[src/rtl/adder_sum_accumulator_pkg.sv]
// Shared types and defaults for the adder sum stream and its frame accumulator.
package adder_stream_pkg;

  localparam int SUM_WIDTH_DEF = 40;
  localparam int ACC_WIDTH_DEF = 48;
  localparam int FRAME_LEN_DEF = 16;

  function automatic int cnt_w(input int frame_len);
    return $clog2(frame_len + 1);
  endfunction

  localparam int CNT_WIDTH_DEF = cnt_w(FRAME_LEN_DEF);

  typedef struct packed {
    logic [ACC_WIDTH_DEF-1:0] total;
    logic [CNT_WIDTH_DEF-1:0] count;
    logic                     ovf;
  } out_rec_t;

endpackage

[src/rtl/adder_sum_accumulator_if.sv]
// Sum-stream input and frame-total output handshakes of the accumulator.
interface adder_sum_accumulator_if
  import adder_stream_pkg::*;
#(
  parameter int SUM_WIDTH = SUM_WIDTH_DEF,
  parameter int ACC_WIDTH = ACC_WIDTH_DEF,
  parameter int FRAME_LEN = FRAME_LEN_DEF
);
  localparam int CNT_WIDTH = cnt_w(FRAME_LEN);

  logic [SUM_WIDTH-1:0] sum_in;
  logic                 sum_valid;
  logic                 flush;
  logic                 in_ready;
  logic [ACC_WIDTH-1:0] out_total;
  logic [CNT_WIDTH-1:0] out_count;
  logic                 out_ovf;
  logic                 out_valid;
  logic                 out_ready;

  modport master (
    output sum_in, sum_valid, flush, out_ready,
    input  in_ready, out_total, out_count, out_ovf, out_valid
  );

  modport slave (
    input  sum_in, sum_valid, flush, out_ready,
    output in_ready, out_total, out_count, out_ovf, out_valid
  );
endinterface

[src/rtl/adder_sum_accumulator_accum_out_reg.sv]
// Single-entry valid/ready holding register; a load on the same edge as a
// transfer keeps the entry full so back-to-back records see no bubble.
module accum_out_reg
  import adder_stream_pkg::*;
#(
  parameter type rec_t = out_rec_t
) (
  input  logic clk,
  input  logic rst,
  input  logic i_load,
  input  rec_t i_rec,
  input  logic i_ready,
  output logic o_valid,
  output rec_t o_rec
);
  localparam logic [0:0] OUT_EMPTY = 1'b0;
  localparam logic [0:0] OUT_FULL  = 1'b1;

  logic [0:0] r_state;
  rec_t       r_rec;

  always_ff @(posedge clk) begin
    if (rst) begin
      r_state <= OUT_EMPTY;
      r_rec   <= '0;
    end else if (i_load) begin
      r_state <= OUT_FULL;
      r_rec   <= i_rec;
    end else if (r_state == OUT_FULL && i_ready) begin
      r_state <= OUT_EMPTY;
    end
  end

  assign o_valid = (r_state == OUT_FULL);
  assign o_rec   = r_rec;
endmodule

[src/rtl/adder_sum_accumulator.sv]
// Frame accumulator for the adder sum stream. Define ACCUM_SATURATE_EN to
// clamp the total at all-ones on overflow instead of wrapping.
module adder_sum_accumulator
  import adder_stream_pkg::*;
#(
  parameter int SUM_WIDTH = SUM_WIDTH_DEF,
  parameter int ACC_WIDTH = ACC_WIDTH_DEF,
  parameter int FRAME_LEN = FRAME_LEN_DEF
) (
  input  logic                    clk,
  input  logic                    rst,
  adder_sum_accumulator_if.slave  bus
);
  localparam int CW = cnt_w(FRAME_LEN);

  typedef struct packed {
    logic [ACC_WIDTH-1:0] total;
    logic [CW-1:0]        count;
    logic                 ovf;
  } rec_t;

  logic [ACC_WIDTH-1:0] r_acc;
  logic [CW-1:0]        r_cnt;
  logic                 r_ovf;

  logic [ACC_WIDTH:0]   w_acc_sum;
  logic [ACC_WIDTH-1:0] w_acc_step;
  logic [ACC_WIDTH-1:0] w_acc_new;
  logic [CW-1:0]        w_cnt_new;
  logic                 w_ovf_new;
  logic                 w_last;
  logic                 w_close_would;
  logic                 w_beat;
  logic                 w_flush;
  logic                 w_close;
  logic                 w_out_valid;
  rec_t                 w_rec;
  rec_t                 w_out_rec;

  assign w_acc_sum = {1'b0, r_acc} + (ACC_WIDTH+1)'(bus.sum_in);

`ifdef ACCUM_SATURATE_EN
  assign w_acc_step = w_acc_sum[ACC_WIDTH] ? '1 : w_acc_sum[ACC_WIDTH-1:0];
`else
  assign w_acc_step = w_acc_sum[ACC_WIDTH-1:0];
`endif

  // Only a frame-closing request is stalled; partial beats always flow.
  assign w_last        = (r_cnt == CW'(FRAME_LEN - 1));
  assign w_close_would = w_last || bus.flush;
  assign bus.in_ready  = !(w_out_valid && !bus.out_ready && w_close_would);

  assign w_beat  = bus.sum_valid && bus.in_ready;
  assign w_flush = bus.flush && bus.in_ready;
  assign w_close = (w_beat && w_last) || (w_flush && (r_cnt != '0 || w_beat));

  assign w_acc_new = w_beat ? w_acc_step : r_acc;
  assign w_cnt_new = r_cnt + CW'(w_beat);
  assign w_ovf_new = r_ovf | (w_beat & w_acc_sum[ACC_WIDTH]);

  assign w_rec = '{total: w_acc_new, count: w_cnt_new, ovf: w_ovf_new};

  always_ff @(posedge clk) begin
    if (rst || w_close) begin
      r_acc <= '0;
      r_cnt <= '0;
      r_ovf <= 1'b0;
    end else begin
      r_acc <= w_acc_new;
      r_cnt <= w_cnt_new;
      r_ovf <= w_ovf_new;
    end
  end

  accum_out_reg #(.rec_t(rec_t)) u_out (
    .clk     (clk),
    .rst     (rst),
    .i_load  (w_close),
    .i_rec   (w_rec),
    .i_ready (bus.out_ready),
    .o_valid (w_out_valid),
    .o_rec   (w_out_rec)
  );

  assign bus.out_valid = w_out_valid;
  assign bus.out_total = w_out_rec.total;
  assign bus.out_count = w_out_rec.count;
  assign bus.out_ovf   = w_out_rec.ovf;
endmodule
[src/flat_wrapper.sv]
// flat-port wrapper written by rule: the top's interface ports become plain ports
module adder_sum_accumulator_flat import adder_stream_pkg::*;
#(
  parameter int SUM_WIDTH = SUM_WIDTH_DEF,
  parameter int ACC_WIDTH = ACC_WIDTH_DEF,
  parameter int FRAME_LEN = FRAME_LEN_DEF
)
  (clk, rst, bus_sum_in, bus_sum_valid, bus_flush, bus_out_ready, bus_in_ready, bus_out_total, bus_out_count, bus_out_ovf, bus_out_valid);
  adder_sum_accumulator_if #(.SUM_WIDTH(SUM_WIDTH), .ACC_WIDTH(ACC_WIDTH), .FRAME_LEN(FRAME_LEN)) bus_i ();
  input  logic clk;
  input  logic rst;
  input wire logic [$bits(bus_i.sum_in)-1:0] bus_sum_in;
  input wire logic [$bits(bus_i.sum_valid)-1:0] bus_sum_valid;
  input wire logic [$bits(bus_i.flush)-1:0] bus_flush;
  input wire logic [$bits(bus_i.out_ready)-1:0] bus_out_ready;
  output wire logic [$bits(bus_i.in_ready)-1:0] bus_in_ready;
  output wire logic [$bits(bus_i.out_total)-1:0] bus_out_total;
  output wire logic [$bits(bus_i.out_count)-1:0] bus_out_count;
  output wire logic [$bits(bus_i.out_ovf)-1:0] bus_out_ovf;
  output wire logic [$bits(bus_i.out_valid)-1:0] bus_out_valid;
  assign bus_i.sum_in = bus_sum_in;
  assign bus_i.sum_valid = bus_sum_valid;
  assign bus_i.flush = bus_flush;
  assign bus_i.out_ready = bus_out_ready;
  assign bus_in_ready = bus_i.in_ready;
  assign bus_out_total = bus_i.out_total;
  assign bus_out_count = bus_i.out_count;
  assign bus_out_ovf = bus_i.out_ovf;
  assign bus_out_valid = bus_i.out_valid;
  adder_sum_accumulator #(.SUM_WIDTH(SUM_WIDTH), .ACC_WIDTH(ACC_WIDTH), .FRAME_LEN(FRAME_LEN)) u_core (.clk(clk), .rst(rst), .bus(bus_i));
endmodule
[config.mk]
export PLATFORM = sky130hd
export DESIGN_NAME = adder_sum_accumulator_flat
export DESIGN_NICKNAME = d
export VERILOG_FILES = /design/src/rtl/adder_sum_accumulator_pkg.sv /design/src/rtl/adder_sum_accumulator_if.sv /design/src/rtl/adder_sum_accumulator_accum_out_reg.sv /design/src/rtl/adder_sum_accumulator.sv /design/src/flat_wrapper.sv
export SDC_FILE = /design/constraint.sdc
export NUM_CORES = 1
export LEC_CHECK = 0
export ABC_CLOCK_PERIOD_IN_PS = 3000
export BUFFER_PORTS_ARGS = -buffer_cell sky130_fd_sc_hd__buf_2
export CAP_MARGIN = 30
export CORE_ASPECT_RATIO = 1.4
export CORE_MARGIN = 10
export CORE_UTILIZATION = 42
export DETAILED_ROUTE_END_ITERATION = 10
export GPL_TIMING_DRIVEN = 1
export PLACE_DENSITY = 0.62
export SLEW_MARGIN = 20
export SYNTH_ARGS = -nofsm -noshare
export SYNTH_HDL_FRONTEND = slang
export SYNTH_SLANG_ARGS = --single-unit
[constraint.sdc]
create_clock -name clk -period 3 [get_ports clk]
set_clock_uncertainty 0.1 [all_clocks]
set_input_delay 0 -clock clk [delete_from_list [all_inputs] [get_ports clk]]
set_output_delay 0 -clock clk [all_outputs]
set_load 0.02 [all_outputs]
==> flow_summary.yaml <==
final_layout:
  regArea_mm2: 0.00218
  final_layout_size_suffix_gt1_frac: 0.200
  multi_input_area_mm2: 0.00380
  fillers: 1530
  finalNonFillerCells: 1063
  diodes: 0
  final_net_count: 957
  fin_util: 0.504
  area_growth_pct: 17.5
sta:
  fmax_mhz: 351
  final-hold-violation-count: 0
  drv_slew: 0
  slew_headroom: 0.584
  setup_viol: 0
  rsz0062_at_grt: "false"
  period_minus_slack_ns: 2.85
  min_period_over_period: 0.949
  tightest_slew_ns: 0.622
  whs_ns: 0.0731
drt:
  wl_per_cell_um: 15.6
  antenna_left: 0
  drcViolationCount: 0
  routed_wl_mm: 16.6
  viasPerCell: 5.34
  first_pass_iters: 5
  drt-initial-drc-count: 270
  vias: 5675
clock_tree:
  cts_buffers: 9
  clock_sinks: 109
  path_clk_slew_ns: 0.07
  cts_root_buf: "clkbuf_16"
  cts.path.max_buffers: 2
  htreeDepth: 3
  tritoncts: "yes"
  clk_latency_ns: 0.35
grt:
  grt_pass1_vias: 5578
  overflow: 0
  grt_use_total: 0.166
  antenna_found_initial: 0
  grt_pass1_wl_mm: 27.3
  grt_max_degree: 47
logic_synthesis:
  synthSimpleGateAreaFrac: 0.202
  syn_nets: 852
  synth_xor_area_frac: 0.0647
  synthDistinctLibCells: 64
  postSynthCellCount: 764
  ys.flop_type: "dfxtp_1"
  muxShareOfSynthArea: 0.0177
  synth_top_family_by_area: "compound AO/OA/AOI/OAI gates"
  syn-cell-area_mm2: 0.00622
  synthAdderAreaFrac: 0.0876
  synth_seq_area_share: 0.351
  ys_seq_elements: 109
  synthArstFlopShare: 0
  syn_avg_cell_area_um2: 8.15
  synth-edff-count: 0
  yosys_warnings: 0
  synth_compound_area_frac: 0.230
pwr:
  sequentialPowerShare: 0.407
  p_int_mw: 2.62
  p_leak_nw: 3.20
  peakVddDrop_mv: 0.316
  p_switching_mw: 1.39
  comb_power_share: 0.304
  power_mw: 4.01
  powerDensity_mw_per_mm2: 548
  clkPwrFrac: 0.289
  netSwitchingFraction: 0.346
job:
  maxCapViolCount: 0
floorplan:
  io_pins: 101
  rows: 52
  die_x_um: 123
  initial_core_util: 0.429
  core_mm2: 0.0145
  dieArea_mm2: 0.0202
  die_y_um: 164
critical_path:
  required_ns: 3.17
  cp_max_fo: 4
  crit_type: "reg2reg"
  end_kind: "flip-flop"
  startpoint_type: "flip-flop"
  cp_data_arrival_time_ns: 3.01
placement:
  io_buffers: 100
  dpl.hpwl_mm: 13.0
  gp_congestion: 0.883
  dp.cells: 1042
worst_hold_path:
  holdCritPathClass: "in2reg"
run_status:
  status: "completed"
[flip-flops by register name (all words and copies together) (netlist names)]
| register | count |
|---|---|
| u_core.r_ovf | 1 |
| u_core.r_acc | 48 |
| u_core.r_cnt | 5 |
| u_core.u_out.o_valid | 1 |
| u_core.u_out.o_rec | 54 |
[cell usage after synthesis, drive strengths merged (4+ instances only)]
master / count / area (um2)
a211oi: 48 / 365
a21o: 13 / 97.6
a21oi: 84 / 420
a311oi: 5 / 50.0
a31oi: 5 / 31.3
and2: 5 / 32.5
and3: 6 / 38.8
buf: 10 / 65.1
clkbuf: 27 / 141
dfxtp: 109 / 2180
ha: 42 / 526
inv: 12 / 45.0
mux2i: 11 / 110
nand2: 71 / 267
nand2b: 6 / 45.0
nand3: 14 / 70.1
nand4: 9 / 56.3
nor2: 146 / 548
nor3: 10 / 65.1
o211ai: 4 / 30.0
o21a: 5 / 37.5
o21ai: 25 / 129
o21bai: 7 / 52.6
o22ai: 5 / 31.3
o31ai: 5 / 51.3
xnor2: 24 / 210
xor2: 22 / 193
[layout by cell type (no fill, tap or decap), types with 5 or more instances in the layout]
| master | n |
|---|---|
| a211oi_1 | 47 |
| a21o_1 | 13 |
| a21oi_1 | 82 |
| a31oi_1 | 5 |
| and3_1 | 5 |
| buf_2 | 100 |
| buf_4 | 29 |
| clkbuf_16 | 9 |
| dfxtp_1 | 108 |
| ha_1 | 41 |
| inv_1 | 11 |
| mux2i_1 | 11 |
| nand2_1 | 70 |
| nand3_1 | 14 |
| nand4_1 | 9 |
| nor2_1 | 144 |
| nor3_1 | 7 |
| o21a_1 | 5 |
| o21ai_0 | 23 |
| o21bai_1 | 6 |
| o22ai_1 | 5 |
| xnor2_1 | 24 |
| xor2_1 | 22 |
[per-stage QoR]
step | instance area [um2] | setup WS [ns] | TNS, ns
5_1_grt | 7310 | 0.00668 | 0
2_1_floorplan | 6220 | 0.138 | 0
4_1_cts | 7270 | 0.0101 | 0
3_3_place_gp | 6940 | 0.0584 | 0
6_report | 7310 | 0.153 | 0
3_5_place_dp | 6940 | -0.0594 | -0.173
[what timing repair did]
item                                    4_1_cts  5_1_grt
endpoints found under the setup margin        9       21
buffers inserted                              0        1
gates resized for setup                       2       10
pin swaps                                     3        4
hold buffers                                  4        0
hold endpoints to repair                      4        0
[layout make-up]
type | instances | area share
clock buffer | 10 | 0.0313
clock inverter | 6 | 0.00753
inverter | 12 | 0.00616
multi-input combinational | 604 | 0.520
sequential | 109 | 0.299
tap | 189 | 0.0323
timing repair buffer | 133 | 0.104
[critical path, cell delays in order (launching register included)]
cell and delay [ns]:
dfxtp_2 0.33, ha_2 0.17, inv_1 0.05, fa_2 0.35, nand2b_4 0.16, a21oi_4 0.14
o311a_1 0.17, and4b_2 0.25, a211oi_2 0.11, o311a_4 0.42, nor3_4 0.18, xnor2_1 0.11
a211oi_1 0.22
[layer usage]
metal / global-route usage / part of all wire / vias up / wire length [um]
met2: 0.304 / 0.53 / 95 / 8750
li1: - / - / 2936 / -
met1: 0.184 / 0.41 / 2625 / 6750
met5: 0 / 0 / - / 0
met3: 0.0354 / 0.048 / 19 / 802
met4: 0.0526 / 0.016 / 0 / 272
[kinds of logic after synthesis]
logic type | Yosys count
muxes | 11
adders and majority gates | 43
DFF | 109
AOI/OAI and AO/OA | 218
and+or+nand+nor | 286
xor gates and xnor gates | 46
buffers and inverters | 51
[final timing paths]
| check | endpoint | start | slack [ns] | depth (start not counted) |
|---|---|---|---|---|
| worst max-delay path | u_core.u_out.o_rec[52] | u_core.r_acc[0] | 0.15 | 12 |
| worst min-delay path | u_core.r_cnt[0] | bus_sum_valid | 0.07 | 5 |
| worst max register to register | u_core.u_out.o_rec[52] | u_core.r_acc[0] | 0.15 | 12 |
| worst min register to register | u_core.u_out.o_rec[2] | u_core.u_out.o_rec[2] | 0.36 | 2 |
[power by group through the flow]
stage	Sequential [mW]	Combinational, mW	Clock [mW]
2_1_floorplan	1.75	0.799	0
3_3_place_gp	1.66	1.20	0
3_5_place_dp	1.67	1.20	0
4_1_cts	1.63	1.22	1.19
5_1_grt	1.65	1.37	1.25
6_report	1.63	1.22	1.16
No activity file was read; power rests on OpenSTA's default activity.
